## config.mk

```make
export PLATFORM = sky130hd
export DESIGN_NAME = cpu_clock_gen
export DESIGN_NICKNAME = d
export VERILOG_FILES = /design/src/rtl/cpu_clock_pkg.sv /design/src/rtl/cpu_clock_step_in.sv /design/src/rtl/cpu_clock_gen.sv
export SDC_FILE = /design/constraint.sdc
export NUM_CORES = 1
export LEC_CHECK = 0
export ABC_AREA = 1
export BUFFER_PORTS_ARGS = -buffer_cell sky130_fd_sc_hd__buf_2
export CAP_MARGIN = 15
export CORE_MARGIN = 3
export CORE_UTILIZATION = 50
export DETAILED_ROUTE_END_ITERATION = 16
export GPL_TIMING_DRIVEN = 0
export PLACE_DENSITY = 0.77
export SYNTH_ARGS = -nofsm -noshare
export SYNTH_HDL_FRONTEND = slang
export SYNTH_SLANG_ARGS = --single-unit
```

## constraint.sdc

```tcl
create_clock -name clk_in -period 3.43 [get_ports clk_in]
set_input_delay 0.686 -clock clk_in [delete_from_list [all_inputs] [get_ports clk_in]]
set_output_delay 0.686 -clock clk_in [all_outputs]
set_load 0.03 [all_outputs]
```

## src/rtl/cpu_clock_pkg.sv

```systemverilog
// Shared types and constants for the 6502 clock generator.
package cpu_clock_pkg;

  typedef enum logic [1:0] {
    HALT = 2'd0,
    RUN  = 2'd1,
    STEP = 2'd2
  } state_e;

  localparam int DIV_MIN       = 2;
  localparam int CNT_W_DEFAULT = 28;

endpackage

```

## src/rtl/cpu_clock_step_in.sv

```systemverilog
// Step pushbutton input: two-flop synchroniser, optional debounce, rising-edge pulse.
// Optional debounce is enabled by defining CPU_CLOCK_GEN_STEP_DEBOUNCE_EN.
module cpu_clock_step_in #(
  parameter int DEBOUNCE_CYCLES = 1000000
) (
  input  logic clk_in,
  input  logic rst_n,
  input  logic step_i,
  output logic step_req_o
);

  logic sync1_q;
  logic sync2_q;
  logic lvl_prev_q;
  logic req_q;
  logic lvl;

  if (DEBOUNCE_CYCLES < 1) begin : g_bad_debounce
    $error("DEBOUNCE_CYCLES must be at least 1");
  end

  always_ff @(posedge clk_in or negedge rst_n) begin
    if (!rst_n) begin
      sync1_q    <= 1'b0;
      sync2_q    <= 1'b0;
      lvl_prev_q <= 1'b0;
      req_q      <= 1'b0;
    end else begin
      sync1_q    <= step_i;
      sync2_q    <= sync1_q;
      lvl_prev_q <= lvl;
      req_q      <= lvl & ~lvl_prev_q;
    end
  end

`ifdef CPU_CLOCK_GEN_STEP_DEBOUNCE_EN
  localparam int DB_W = $clog2(DEBOUNCE_CYCLES + 1);
  localparam logic [DB_W-1:0] DB_LAST = DB_W'(DEBOUNCE_CYCLES - 1);

  logic [DB_W-1:0] db_cnt_q;
  logic            db_lvl_q;

  // The counter only runs while the synchronised pin disagrees with the accepted level.
  always_ff @(posedge clk_in or negedge rst_n) begin
    if (!rst_n) begin
      db_cnt_q <= '0;
      db_lvl_q <= 1'b0;
    end else if (sync2_q == db_lvl_q) begin
      db_cnt_q <= '0;
    end else if (db_cnt_q == DB_LAST) begin
      db_lvl_q <= sync2_q;
      db_cnt_q <= '0;
    end else begin
      db_cnt_q <= db_cnt_q + 1'b1;
    end
  end

  assign lvl = db_lvl_q;
`else
  assign lvl = sync2_q;
`endif

  assign step_req_o = req_q;

endmodule

```

## src/rtl/cpu_clock_gen.sv

```systemverilog
// Programmable 6502 clock divider with run/halt, single-step and period-aligned divisor reload.
// Build option: CPU_CLOCK_GEN_STEP_DEBOUNCE_EN adds a debounce filter on step_i.
//
// state | meaning
// HALT  | counter parked at 0, clk_out low, divisor writes applied immediately
// RUN   | free-running periods; leaves at a wrap when run_i is low
// STEP  | exactly one period, then back to HALT
module cpu_clock_gen
  import cpu_clock_pkg::*;
#(
  parameter int CNT_W           = CNT_W_DEFAULT,
  parameter int DIV_DEFAULT     = 200000,
  parameter int DEBOUNCE_CYCLES = 1000000
) (
  input  logic             clk_in,
  input  logic             rst_n,
  input  logic             run_i,
  input  logic             step_i,
  input  logic [CNT_W-1:0] div_i,
  input  logic             div_valid,
  output logic             div_ready,
  output logic             clk_out,
  output logic             rise_stb,
  output logic             fall_stb,
  output logic             halted
);

  localparam logic [CNT_W-1:0] DIV_RST   = CNT_W'(DIV_DEFAULT);
  localparam logic [CNT_W-1:0] DIV_FLOOR = CNT_W'(DIV_MIN);

  state_e           state_q, state_d;
  logic [CNT_W-1:0] cnt_q, cnt_d;
  logic [CNT_W-1:0] act_q, act_d;
  logic [CNT_W-1:0] pdiv_q, pdiv_d;
  logic             pend_q, pend_d;
  logic             clk_q, clk_d;
  logic             rise_q, fall_q;

  logic [CNT_W-1:0] eff_div;
  logic [CNT_W-1:0] half_div;
  logic [CNT_W-1:0] cnt_inc;
  logic             wrap;
  logic             step_req;

  cpu_clock_step_in #(
    .DEBOUNCE_CYCLES(DEBOUNCE_CYCLES)
  ) u_step_in (
    .clk_in    (clk_in),
    .rst_n     (rst_n),
    .step_i    (step_i),
    .step_req_o(step_req)
  );

  assign eff_div  = (act_q < DIV_FLOOR) ? DIV_FLOOR : act_q;
  assign half_div = eff_div >> 1;
  assign cnt_inc  = cnt_q + 1'b1;
  assign wrap     = (cnt_q == eff_div - 1'b1);

  always_comb begin
    state_d = state_q;
    cnt_d   = cnt_q;
    act_d   = act_q;
    pdiv_d  = pdiv_q;
    pend_d  = pend_q;
    clk_d   = 1'b0;

    case (state_q)
      HALT: begin
        cnt_d = '0;
        if (pend_q) begin
          act_d  = pdiv_q;
          pend_d = 1'b0;
        end
        // A fresh period starts high: the effective divisor is at least 2.
        if (run_i) begin
          state_d = RUN;
          clk_d   = 1'b1;
        end else if (step_req) begin
          state_d = STEP;
          clk_d   = 1'b1;
        end
      end
      RUN, STEP: begin
        if (wrap) begin
          cnt_d = '0;
          if (pend_q) begin
            act_d  = pdiv_q;
            pend_d = 1'b0;
          end
          if (state_q == RUN && run_i) begin
            clk_d = 1'b1;
          end else begin
            state_d = HALT;
          end
        end else begin
          cnt_d = cnt_inc;
          clk_d = (cnt_inc < half_div);
        end
      end
      default: begin
        state_d = HALT;
        cnt_d   = '0;
      end
    endcase

    if (div_valid && !pend_q) begin
      pend_d = 1'b1;
      pdiv_d = div_i;
    end
  end

  always_ff @(posedge clk_in or negedge rst_n) begin
    if (!rst_n) begin
      state_q <= HALT;
      cnt_q   <= '0;
      act_q   <= DIV_RST;
      pdiv_q  <= '0;
      pend_q  <= 1'b0;
      clk_q   <= 1'b0;
      rise_q  <= 1'b0;
      fall_q  <= 1'b0;
    end else begin
      state_q <= state_d;
      cnt_q   <= cnt_d;
      act_q   <= act_d;
      pdiv_q  <= pdiv_d;
      pend_q  <= pend_d;
      clk_q   <= clk_d;
      rise_q  <= clk_d & ~clk_q;
      fall_q  <= ~clk_d & clk_q;
    end
  end

  assign clk_out   = clk_q;
  assign rise_stb  = rise_q;
  assign fall_stb  = fall_q;
  assign halted    = (state_q == HALT);
  assign div_ready = ~pend_q;

endmodule

```

==> results by group <==
Status
  • Outcome: finished with violations
  • Failing checks: negative setup slack

Power
  • PwrDens: 778 nW/µm²
  • VDD IR max: 0.000535 V
  • Leakage: 3.54 nW
  • Power, Total: 0.00575 W

Logic synthesis
  • Cells after Synth: 761
  • Synth Flop Type: dfrtp_1
  • Mapped cell area: 5960 µm²
  • Sequential area share after synthesis: 39.6%
  • Post-synth EDFFs: 0
  • Post-Syn Area per Cell: 7.83 µm²
  • Library cells used by synthesis: 37
  • Synth Register Bits: 94
  • Ys async rst share: 100%
  • Syn_nets: 825
  • Ys Warns: 0

Die
  • Die Width: 115 µm
  • Die footprint: 13300 µm²
  • Die Span Y: 115 µm
  • Core box area: 11500 µm²
  • Top Ports: 38
  • Initial Util: 51.7%
  • Row cnt: 39

Placed design
  • Number of port buffers: 37
  • Dpl hpwl: 11.5 mm
  • Placed Instances: 942
  • Pre-CTS setup slack: -0.653 ns
  • Gpl congestion: 0.969

Timing
  • Final Cycle Share: 102%
  • Fmax: 285 MHz
  • RSZ-0062 raised after global routing: yes
  • Final hold violation count: 0
  • Final slew viol count: 0
  • Final setup viols: 13
  • Clock Skew: 0.00575 ns
  • Relative slew slack: 58.6%
  • PnR worst setup slack: -0.0800 ns
  • Final Critical Period: 3.51 ns
  • Worst Tran Pin Value: 0.620 ns

Routing
  • Antenna viol nets, final: 0
  • Starting DRT DRC Count: 498
  • Routed WL: 16.7 mm
  • Residual DRC count: 0
  • WL/cell: 16.5 µm
  • Via Count: 5482
  • TritonRoute pass-1 iters: 6
  • Vias per cell: 5.43

Setup path
  • Worst EP required: 3.71 ns
  • WS Path Type: reg -> reg
  • Crit. End Element: register
  • Critical Path AT: 3.79 ns
  • Startpoint types: register
  • Crit path max fanout: 3
  • R2r setup slk: -0.08 ns

Min path
  • Hold crit path type: in -> async

CTS
  • Clock Pin Slew Worst Setup and Hold Paths: 0.07 ns
  • Worst skew pair latency: 0.35 ns
  • Clk root buf: clkbuf_16
  • Clock sink count: 94
  • CTS tree: built
  • H-tree depth: 3
  • Total CTS buffers: 9
  • Clock Tree Buf Depth: 2
  • Hold-fix buffers at CTS: 0

Cells and area
  • Area delta synth->final: 23.9%
  • N_diodes: 0
  • Most common cell after layout, fill and taps aside: nand2_1
  • Fin cells: 1010
  • Layout Nets: 926
  • Commonest cells after routing, fill and taps aside: nand2_1, nor2_1, inv_1
  • Fillers: 938
  • Layout cells sized above 1: 30.7%

GRT
  • First-pass GRT wire length: 25.5 mm
  • Grt ovf: 0
  • Vias in the first global route: 5148
  • Largest net degree at the start of global routing: 61
  • All-layer global routing usage: 24.7%
  • Initial antenna violation count: 0

Run
  • Max Cap Viol: 0
-- worst max-delay path: stages (launching register included) --
cell and delay [ns]:
dfrtp_2 0.42, nand3_2 0.10, inv_2 0.08, nand3_2 0.11, nor2_4 0.18, nand3_2 0.10
nor2_2 0.13, inv_1 0.07, nor2_2 0.13, nand4_1 0.23, buf_4 0.22, buf_4 0.13
xor2_2 0.15, inv_1 0.06, ha_1 0.29, a21oi_1 0.13, o21ai_1 0.08, a21oi_2 0.16
nand3b_1 0.12, nand2_1 0.06, a21oi_2 0.13, nand3_1 0.10, nand3_2 0.09, nand2_2 0.06
nor2_1 0.08
-- final cells by class --
type	instances	area [µm²]	share of cell area [%]
Clock buffer	13	250	3.39
Inverter	118	458	6.20
Sequential cell	94	2370	32.0
Multi-Input combinational cell	537	3410	46.1
Timing Repair Buffer	90	603	8.17
Buffer	12	100	1.36
Clock inverter	3	21.3	0.288
Tap cell	143	179	2.42
-- layer usage --
layer	up-vias	global-route usage [%]	part of all wire, %
met2	241	41.3	48
met5	-	0	0
met1	2550	33.0	41
met4	0	7.43	3.6
li1	2631	-	-
met3	60	4.11	7.0
-- cell usage after synthesis, types with 4 or more instances --
cell type / n / share of area (%)
nor2_4: 4 / 0.76
buf_6: 5 / 0.94
ha_1: 31 / 6.5
nor2_1: 129 / 8.1
nand4_1: 25 / 2.6
nor2_2: 9 / 0.94
o21ai_1: 4 / 0.34
o21ai_0: 18 / 1.5
xor2_1: 25 / 3.7
mux2_2: 27 / 5.1
xnor2_1: 16 / 2.4
nand2_1: 136 / 8.6
a21oi_1: 37 / 3.1
inv_2: 7 / 0.44
nand3_1: 40 / 3.4
inv_1: 111 / 7.0
nand3_2: 4 / 0.67
dfrtp_1: 88 / 37
a21oi_2: 8 / 1.2
nor3_1: 8 / 0.67
dfstp_2: 6 / 2.6
-- cells by family after synthesis --
| logic type | share of synthesized area [%] |
|---|---|
| AO/OA/AOI/OAI | 6.95 |
| AND/OR/NAND/NOR | 26.9 |
| multiplexers | 5.10 |
| XOR/XNOR | 6.03 |
| buffers and inverters | 8.88 |
| adder cells (fa/ha/maj) | 6.51 |
| flip-flops | 39.6 |
-- registers in the layout, indices dropped and copies added (netlist names) --
| register | flops |
|---|---|
| act_q | 28 |
| fall_stb | 1 |
| cnt_q | 28 |
| clk_out | 1 |
| state_q | 2 |
| pend_q | 1 |
| rise_stb | 1 |
| u_step_in.lvl_prev_q | 1 |
| pdiv_q | 28 |
| u_step_in.lvl | 1 |
| u_step_in.sync1_q | 1 |
| u_step_in.step_req_o | 1 |
-- per-stage QoR --
stage	area, µm²	hold slack, ns	util (%)	TNS, ns
2_1_floorplan	5960	0.331	-	0
3_3_place_gp	6320	0.332	54.9	-25.38
3_5_place_dp	6350	0.348	55.2	-28.62
4_1_cts	7090	0.317	61.6	-0.00747
5_1_grt	7380	0.334	64.1	-7.51
6_report	7380	0.290	64.1	-0.388
-- path summary, 6_finish.rpt --
kind,depth (start not counted),startpoint,to
setup reg to reg,24,cnt_q[0],rise_stb
setup / recovery,24,cnt_q[0],rise_stb
hold reg to reg,0,u_step_in.sync1_q,u_step_in.lvl
max in group asynchronous,2,rst_n,act_q[8]
min in group clk_in,0,u_step_in.sync1_q,u_step_in.lvl
hold / removal,1,rst_n,rise_stb
-- report_power, final --
group          total, W  switching (W)  internal (W)
combinational   0.00291        0.00173       0.00117
sequential      0.00189       0.000353       0.00154
clock          0.000948       0.000435      0.000513
total           0.00575        0.00252       0.00323
-- what timing repair did --
action | CTS | global route
setup buffers | 29 | 22
cloned | 0 | 1
setup endpoints to repair | 62 | 54
pin swaps | 27 | 36
resized for setup | 79 | 44
No activity file was read; power rests on OpenSTA's default activity.
